==> src/rtl/snack_order_manager.sv <==
// Order front-end: assembles UART command packets, queues GO orders, dispatches them to the dispenser bank.
// Optional build macro ORDER_CHECKSUM_EN appends a trailing XOR checksum byte to every packet.
module snack_order_manager #(
  parameter int unsigned N_CH        = 5,
  parameter int unsigned CNT_W       = 3,
  parameter int unsigned DEPTH       = 4,
  parameter int unsigned TIMEOUT_CYC = 50000
) (
  input  logic                                   clk,
  input  logic                                   rst,
  input  logic [7:0]                             rx_data,
  input  logic                                   rx_valid,
  input  logic [N_CH-1:0]                        disp_busy,
  output logic                                   disp_start,
  output logic [N_CH*CNT_W-1:0]                  disp_count,
  output logic                                   busy,
  output logic [$clog2(DEPTH+1)-1:0]             queue_level,
  output logic                                   queue_full,
  output logic [7:0]                             drop_cnt,
  output logic [7:0]                             err_cnt,
  output logic [8*((N_CH*CNT_W+8)/8)-1:0]        debug_command
);

  localparam int unsigned CW    = N_CH * CNT_W;
  localparam int unsigned BYTES = (CW + 8) / 8;
  localparam int unsigned PKT_W = 8 * BYTES;
  localparam int unsigned LVL_W = $clog2(DEPTH + 1);
  localparam int unsigned PTR_W = $clog2(DEPTH);
`ifdef ORDER_CHECKSUM_EN
  localparam int unsigned TOT   = BYTES + 1;
`else
  localparam int unsigned TOT   = BYTES;
`endif
  localparam int unsigned IDX_W = (TOT > 1) ? $clog2(TOT) : 1;
  localparam int unsigned TMO_W = $clog2(TIMEOUT_CYC + 1);

  typedef enum logic [1:0] {D_IDLE, D_START, D_SETTLE, D_RUN} d_state_t;

  d_state_t           state;
  logic               settle_cnt;
  logic [IDX_W-1:0]   idx;
  logic [IDX_W-1:0]   idx_eff_c;
  logic [TMO_W-1:0]   tmo_cnt;
  logic [PKT_W-1:0]   pkt_buf;
  logic [PKT_W-1:0]   pkt_next_c;
  logic               tmo_hit_c;
  logic               last_c;
  logic               pkt_done_c;
  logic               chk_bad_c;
  logic               go_c;
  logic               push_c;
  logic               pop_c;
  logic               drop_c;
  logic [LVL_W-1:0]   level_next_c;
  logic [CW-1:0]      mem [DEPTH];
  logic [PTR_W-1:0]   wr_ptr;
  logic [PTR_W-1:0]   rd_ptr;
`ifdef ORDER_CHECKSUM_EN
  logic [7:0]         xor_acc;
  logic [7:0]         xor_eff_c;
`endif

  // Packet assembly: a timeout on this cycle restarts the packet at index 0
  always_comb begin
    tmo_hit_c  = (idx != '0) && (tmo_cnt == TMO_W'(TIMEOUT_CYC));
    idx_eff_c  = tmo_hit_c ? '0 : idx;
    last_c     = rx_valid && (idx_eff_c == IDX_W'(TOT - 1));
    pkt_next_c = pkt_buf;
    if (32'(idx_eff_c) < BYTES)
      pkt_next_c[32'(idx_eff_c)*8 +: 8] = rx_data;
    go_c = pkt_next_c[PKT_W-1];
`ifdef ORDER_CHECKSUM_EN
    xor_eff_c  = (idx_eff_c == '0) ? 8'h00 : xor_acc;
    pkt_done_c = last_c && (xor_eff_c == rx_data);
    chk_bad_c  = last_c && (xor_eff_c != rx_data);
`else
    pkt_done_c = last_c;
    chk_bad_c  = 1'b0;
`endif
  end

  always_ff @(posedge clk) begin
    if (rst) begin
      idx           <= '0;
      tmo_cnt       <= '0;
      pkt_buf       <= '0;
      debug_command <= '0;
      err_cnt       <= 8'h00;
    end else begin
      if (rx_valid) begin
        idx     <= last_c ? '0 : idx_eff_c + IDX_W'(1);
        tmo_cnt <= '0;
        pkt_buf <= pkt_next_c;
      end else if (tmo_hit_c) begin
        idx     <= '0;
        tmo_cnt <= '0;
      end else if (idx != '0) begin
        tmo_cnt <= tmo_cnt + TMO_W'(1);
      end else begin
        tmo_cnt <= '0;
      end
      if (pkt_done_c)
        debug_command <= pkt_next_c;
      if ((tmo_hit_c || chk_bad_c) && (err_cnt != 8'hFF))
        err_cnt <= err_cnt + 8'd1;
    end
  end

`ifdef ORDER_CHECKSUM_EN
  always_ff @(posedge clk) begin
    if (rst)
      xor_acc <= 8'h00;
    else if (rx_valid)
      xor_acc <= xor_eff_c ^ rx_data;
  end
`endif

  // Order FIFO: a push into a full queue is only accepted when a pop frees a slot
  always_comb begin
    pop_c  = (state == D_IDLE) && (queue_level != '0);
    push_c = pkt_done_c && go_c && (!queue_full || pop_c);
    drop_c = pkt_done_c && go_c && queue_full && !pop_c;
    level_next_c = queue_level;
    if (push_c && !pop_c)
      level_next_c = queue_level + LVL_W'(1);
    else if (pop_c && !push_c)
      level_next_c = queue_level - LVL_W'(1);
  end

  always_ff @(posedge clk) begin
    if (push_c)
      mem[wr_ptr] <= pkt_next_c[CW-1:0];
  end

  always_ff @(posedge clk) begin
    if (rst) begin
      wr_ptr      <= '0;
      rd_ptr      <= '0;
      queue_level <= '0;
      queue_full  <= 1'b0;
      drop_cnt    <= 8'h00;
    end else begin
      if (push_c)
        wr_ptr <= wr_ptr + PTR_W'(1);
      if (pop_c)
        rd_ptr <= rd_ptr + PTR_W'(1);
      queue_level <= level_next_c;
      queue_full  <= (level_next_c == LVL_W'(DEPTH));
      if (drop_c && (drop_cnt != 8'hFF))
        drop_cnt <= drop_cnt + 8'd1;
    end
  end

  // Dispatch FSM: start pulse, two settle cycles, then wait for the bank to go idle
  always_ff @(posedge clk) begin
    if (rst) begin
      state      <= D_IDLE;
      settle_cnt <= 1'b0;
      disp_start <= 1'b0;
      disp_count <= '0;
      busy       <= 1'b0;
    end else begin
      disp_start <= 1'b0;
      case (state)
        D_IDLE: begin
          if (pop_c) begin
            disp_count <= mem[rd_ptr];
            disp_start <= 1'b1;
            busy       <= 1'b1;
            state      <= D_START;
          end
        end
        D_START: begin
          settle_cnt <= 1'b0;
          state      <= D_SETTLE;
        end
        D_SETTLE: begin
          settle_cnt <= ~settle_cnt;
          if (settle_cnt)
            state <= D_RUN;
        end
        D_RUN: begin
          if (disp_busy == '0) begin
            busy  <= 1'b0;
            state <= D_IDLE;
          end
        end
        default: begin
          busy  <= 1'b0;
          state <= D_IDLE;
        end
      endcase
    end
  end

endmodule

==> config.mk <==
export PLATFORM = sky130hd
export DESIGN_NAME = snack_order_manager
export DESIGN_NICKNAME = d
export VERILOG_FILES = /design/src/rtl/snack_order_manager.sv
export SDC_FILE = /design/constraint.sdc
export NUM_CORES = 1
export LEC_CHECK = 0
export ABC_CLOCK_PERIOD_IN_PS = 2900
export CORE_MARGIN = 5
export CORE_UTILIZATION = 40
export CTS_BUF_LIST = sky130_fd_sc_hd__clkbuf_2
export CTS_CLUSTER_SIZE = 12
export DETAILED_ROUTE_END_ITERATION = 7
export PLACE_DENSITY = 0.74
export SLEW_MARGIN = 40
export SYNTH_ARGS = -nofsm -noshare
export SYNTH_HDL_FRONTEND = slang
export SYNTH_SLANG_ARGS = --single-unit
==> constraint.sdc <==
create_clock -name clk -period 2.9 [get_ports clk]
set_input_delay 0.58 -clock clk [delete_from_list [all_inputs] [get_ports clk]]
set_output_delay 0.58 -clock clk [all_outputs]
set_load 0.01 [all_outputs]
# --- Word level (Yosys, flattened, before mapping) ---
# Memories as Yosys holds them, arrays and structs flattened. A register that Yosys moved wholly into a read port is not among the register bits.
# Cells that the tools add are included.
totals:
  ff_bits: 78
  ramBits: 60
  output_inout_bits: 53
  word_cells: 81
  mem_count: 1
mem_list:
  columns: ["memory", "depth", "word_bits", "rd", "rd_ports_with_merged_regs", "wr", "line_no", "rtl"]
  rows:
  - ["mem", 4, 15, 1, 1, 1, "55", "logic [CW-1:0] mem [DEPTH];"]
op_classes:
  n_addsub: 9
  n_eq_ne: 10
  shifts: 2
  n_mux: 17
  n_bitwise: 3
  n_reduce_logical: 25
ops:
  columns: ["op", "n"]
  rows:
  - ["4-bit negation with 34-bit output", 1]
  - ["8-bit by 34-bit variable shift with 16-bit output, first input constant", 1]
  - ["8-bit by 34-bit indexed part select with 16-bit output", 1]
  - ["16-bit by 1-bit adder with 16-bit output, second input constant", 1]
  - ["8-bit by 1-bit adder with 8-bit output, second input constant", 2]
  - ["16-bit bitwise mux", 1]
  - ["16-bit == test, second input constant", 1]
  - ["8-bit inequality test, second input constant", 2]
  - ["1-bit logical AND", 11]
  - ["1-bit two-way mux", 8]
  - ["2-bit case mux with 4 select lines", 1]
  - ["2-bit two-way mux", 3]
  - ["3-bit two-way mux", 2]
  - ["2-bit inequality test, second input constant", 3]
  - ["3-bit AND reduction", 2]
  - ["5-bit logical NOT", 1]
  - ["2-bit by 1-bit adder with 2-bit output, second input constant", 2]
  - ["2-bit == test, second input constant", 2]
  - ["1-bit case mux with 2 select lines", 2]
  - ["2-bit nonzero test", 2]
  - ["4-bit OR reduction", 1]
  - ["3-bit by 1-bit adder with 3-bit output, second input constant", 1]
  - ["3-bit == test, second input constant", 1]
  - ["1-bit logical NOT", 3]
  - ["9 further kinds", 11]

# --- Longest topological paths before layout ---
# Gate-level depths: netlist of the first run.
logic_depth:
  depth_word: 13
  depth_mapped: 14

# --- Least setup slack after synthesis of the first run ---
# Ideal clock, no wire load.
synth_timing:
  path_type: "reg-to-reg"
  from: "register tmo_cnt[0]"
  to: "memory mem[0][0] in the netlist's numbering, enable pin"
  setup_ps: 372
  t_arrival_ps: 2734
  required_time_ps: 2528
  slack_ps: -206
  stages_incl_launch_ff: 13
  path_buffers: 3
  synth_period_minus_slack_ps: 3106
  path_cell_list: "dfxtp_1 inv_1 ha_1 and4bb_1 a41o_4 buf_6 buf_4 inv_1 ha_1 clkbuf_1 nand2_1 mux2i_2 and3_1"
synth_lines:
  columns: ["element", "line_no", "rtl"]
  rows:
  - ["start, declared", "43", "logic [TMO_W-1:0] tmo_cnt;"]
  - ["start signal, assigned", "98", "tmo_cnt <= tmo_cnt + TMO_W'(1);"]
  - ["16-bit == test", "65", "tmo_hit_c = (idx != '0) && (tmo_cnt == TMO_W'(TIMEOUT_CYC));"]
  - ["1-bit logical AND", "65", null]
  - ["1-bit two-way mux", null, null]
  - ["1-bit logical AND", "67", "last_c = rx_valid && (idx_eff_c == IDX_W'(TOT - 1));"]
  - ["via last_c", "47", "logic last_c;"]
  - ["1-bit logical AND (2 in series)", "121", "push_c = pkt_done_c && go_c && (!queue_full || pop_c);"]
  - ["1-bit two-way mux", "131", "if (push_c)"]
  - ["1-bit two-way mux (not written as such)", "132", "mem[wr_ptr] <= pkt_next_c[CW-1:0];"]
  - ["end, declared", "55", null]
# The timed path passes the listed nets, and every way through them passes these cells.

# --- Worst setup path in the final report of the first run ---
layout_timing:
  from: "register tmo_cnt[1]"
  to: "register drop_cnt[6]"
layout_lines:
  columns: ["element", "line_no", "rtl"]
  rows:
  - ["16-bit == test", "65", null]
  - ["1-bit logical AND", "65", null]
  - ["1-bit two-way mux", null, null]
  - ["1-bit logical AND", "67", null]
  - ["via last_c", "47", null]
  - ["1-bit logical AND (3 in series)", "122", "drop_c = pkt_done_c && go_c && queue_full && !pop_c;"]
  - ["1-bit logical AND", "149", "if (drop_c && (drop_cnt != 8'hFF))"]
  - ["end signal, assigned", "150", "drop_cnt <= drop_cnt + 8'd1;"]
  - ["end, declared", "19", "output logic [7:0] drop_cnt,"]
# The timed path passes the listed nets, and every way through them passes these cells.
# A chain may end at the register's enable or synchronous reset.

==> results of run 1 <==
## per-layer routing
layer	vias to the layer above	global-route usage, %
met5	-	0
met4	0	4.535
met3	12	4.532
met2	104	25.03
met1	2091	18.59
li1	2145	-
## state kept, by name, summed over array words and instances, names as in the netlist
| register | cells |
|---|---|
| debug_command | 16 |
| wr_ptr | 2 |
| disp_start | 1 |
| tmo_cnt | 16 |
| queue_full | 1 |
| idx | 1 |
| state | 2 |
| rd_ptr | 2 |
| busy | 1 |
| disp_count | 15 |
| mem | 60 |
| err_cnt | 8 |
| pkt_buf | 16 |
| settle_cnt | 1 |
| queue_level | 3 |
| drop_cnt | 8 |
## cell usage in the layout, fill, tap and decap left out, types with 3 or more instances in the layout
cell type	count
a211oi_1	31
a21oi_1	28
and3_1	4
and3_2	4
buf_4	8
bufinv_16	5
clkbuf_2	17
clkdlybuf4s50_1	67
clkinv_4	3
dfxtp_1	92
edfxtp_1	60
ha_1	15
inv_1	31
mux2i_1	17
mux4_2	15
nand2_1	51
nand3_1	22
nand4_1	6
nor2_1	65
nor2b_1	5
nor3_1	7
nor4_1	3
o21ai_0	10
o31ai_1	3
or3_1	4
or4_1	4
xnor2_1	13
xor2_1	9
## cells by family after synthesis
logic type,synth area share [%]
and+or+nand+nor,13.69
xor gates and xnor gates,3.047
buffers and inverters,3.858
DFF,57.93
muxes,9.200
AOI/OAI and AO/OA,9.299
adders and majority gates,2.968
## through the flow
| stage | hold WS (ns) | total power [mW] | setup slack (ns) |
|---|---|---|---|
| after floorplan | 0.4376 | 3.457 | 0.01957 |
| after global placement | 0.4473 | 3.928 | 0.2806 |
| after detailed placement | 0.4485 | 3.984 | 0.1834 |
| after CTS | 0.3102 | 5.405 | 0.1414 |
| after global routing | 0.3391 | 5.660 | 0.01408 |
| final | 0.3929 | 5.341 | 0.2285 |
## worst max path at each step
stage	startpoint	to	slack [ns]
global route	tmo_cnt[1]$_SDFF_PP0_	drop_cnt[6]$_SDFFE_PP0P_	0.01
global placement	rx_valid	drop_cnt[6]$_SDFFE_PP0P_	0.28
CTS	tmo_cnt[0]$_SDFF_PP0_	drop_cnt[6]$_SDFFE_PP0P_	0.14
finish	tmo_cnt[1]$_SDFF_PP0_	drop_cnt[6]$_SDFFE_PP0P_	0.23
detailed placement	tmo_cnt[0]$_SDFF_PP0_	drop_cnt[6]$_SDFFE_PP0P_	0.18
floorplan	tmo_cnt[0]$_SDFF_PP0_	drop_cnt[6]$_SDFFE_PP0P_	0.02
## what timing repair did
item                                   4_1_cts  5_1_grt
endpoints found under the hold margin        0        0
setup endpoints to repair                    0        1
resized for setup                            0        2
## layout make-up
| cell class | instances | area, sq um | share of cell area (%) |
|---|---|---|---|
| inverter | 31 | 116.4 | 1.546 |
| timing repair buffer | 76 | 735.7 | 9.777 |
| multi-input combinational | 348 | 2427 | 32.26 |
| clock inverter | 15 | 222.7 | 2.960 |
| tap | 216 | 270.3 | 3.592 |
| antenna | 1 | 2.502 | 0.03326 |
| clock buffer | 17 | 85.08 | 1.131 |
| sequential | 153 | 3665 | 48.70 |
## power groups by stage
stage	combinational, mW	sequential [mW]	clock (mW)
after floorplan	0.828	2.63	0
after global placement	1.33	2.60	0
after detailed placement	1.37	2.61	0
after CTS	1.38	2.57	1.46
after global routing	1.52	2.59	1.55
final	1.36	2.56	1.42
==> flow_summary.ini, run 1 <==
[sta]
setup_tns_ns = 0
slew_headroom_pct = 49.34
drv_slew = 0
finalCritPeriodShare_pct = 92.12
worst_pin_slew_ns = 0.7589
min_period_ns = 2.672
max_freq_mhz = 374.3
hold_viol = 0
rsz0062_at_grt = no
setup_viol = 0
skew_ns = 0.02686

[detailed_routing]
finalWirelength_mm = 13.16
drt-met1-wl_mm = 5.758
viasPerCell = 5.078
first_iter_violations = 257
avgRoutedWirePerCell_um = 15.36
top_layer = met4
drc = 0
vias = 4352
wl_met3_um = 703
dr_wl_met2_mm = 6.559
drt-pass1-iter-count = 5
antenna_left = 0

[logic_synthesis]
synth_top_cells_by_count = dfxtp_1 (93), nor2_1 (65), edfxtp_1 (60)
yosysTopAreaCellShare_pct = 29.44
synthTopCellsByArea = dfxtp_1 (29%), edfxtp_1 (28%), mux4_2 (5.3%), nor2_1 (3.9%), a211oi_1 (3.7%)
synth_area_sq_um = 6324
yosysUniqueCellTypes = 51
synth_edf_count = 60
yosysWarnings = 0
yosys.area.top_type = dfxtp_1
synth-seq-cells = 153
dominantRegCellSynth = dfxtp_1
ys_seq_area_share_pct = 57.93
syn_nets = 593
ys_async_sr_fraction_pct = 0
avgSynthCellArea_sq_um = 11.25
yosys.cell_count.top_type = dfxtp_1
syn_inst = 562

[clock_tree]
max-clock-path-buffers = 2
ctsRootBufferMaster = clkbuf_2
cts_sinks = 153
post-cts-setup-buffers = 0
path_clk_slew_ns = 0.22
cts_hold_buf = 0
cts-buffers-inserted = 17
cts_tree = yes
cts_max_level = 4
insertion_delay_ns = 0.71

[placement]
portBuffers = 68
dpl-instance-area_sq_um = 7207
place.gp.congestion = 0.7711
hpwl_mm = 9.232
place_inst = 824

[worst_setup_path]
cp_num_buf_inv = 2
critPathSlowestCell = dfxtp_1
cp-start-kind = flip-flop
regToRegStartpoint = tmo_cnt[1]$_SDFF_PP0_
rrSetupSlack_ns = 0.23
path_cells = inv_1 -> ha_1 -> and4bb_1 -> a41o_4 -> inv_1 -> ha_1 -> nand2_1 -> mux2_4 -> nor4_2 -> mux2_1
worst-path-max-fanout = 16
critical_path_arrival_ns = 3.28
path_depth = 10
max_stage_delay_ns = 0.42
rr_worst_depth = 10
worstReg2RegEnd = drop_cnt[6]$_SDFFE_PP0P_
crit_family = multiplexers
criticalPathCategory = flip-flop to flip-flop
required_ns = 3.51
cp-end-kind = flip-flop

[global_route]
grt_pass1_vias = 4410
grtUsageTotal_pct = 14.92
grt_max_degree = 43
grt_overflow = 0
grt_pass1_wl_mm = 21.67
antenna_found_initial = 1

[status]
run_status = completed

[die]
io_pins = 69
die_w_um = 135.7
core_area_sq_um = 15710
initial_utilization_pct = 40.25
rows = 46
dieArea_sq_um = 18420
die_height_um = 135.7

[cells_and_area]
syn_to_final_growth_pct = 18.99
fin_nets = 658
drive_above_1_share_pct = 10.94
fin_area_sq_um = 7525
n_fill_cell = 1401
postLayoutCoreUtil_pct = 47.89
fin_cells = 857

[min_path]
holdPathEnd = settle_cnt$_SDFFE_PP0P_
hold_depth = 2
hold_start = rst
hp-class = primary input to flip-flop

[power]
clkPwrFrac_pct = 26.6
p_per_area_nw_per_um2 = 709.8
comb_power_share_pct = 25.4
p_leak_nw = 2.681
switching_power_mw = 1.603
switching_share_pct = 30.02
p_seq_share_pct = 47.9
p_int_mw = 3.738
vdd_drop_max_mv = 0.2334

[job]
maxCapViolations = 0
Note: power is estimated with default switching activity, not from simulation.
==> inputs of run 2 (changes only) <==
Settings changed: TNS_END_PERCENT from default to 5.
==> results of run 2 <==
No change in the layout: final DEF, timing and power equal those of run 1.
==> inputs of run 3 (changes only) <==
Settings changed: HOLD_SLACK_MARGIN from default to 0.03, SKIP_CTS_REPAIR_TIMING from default to 1.
==> results of run 3 <==
No change in the layout: final DEF, timing and power equal those of run 1.
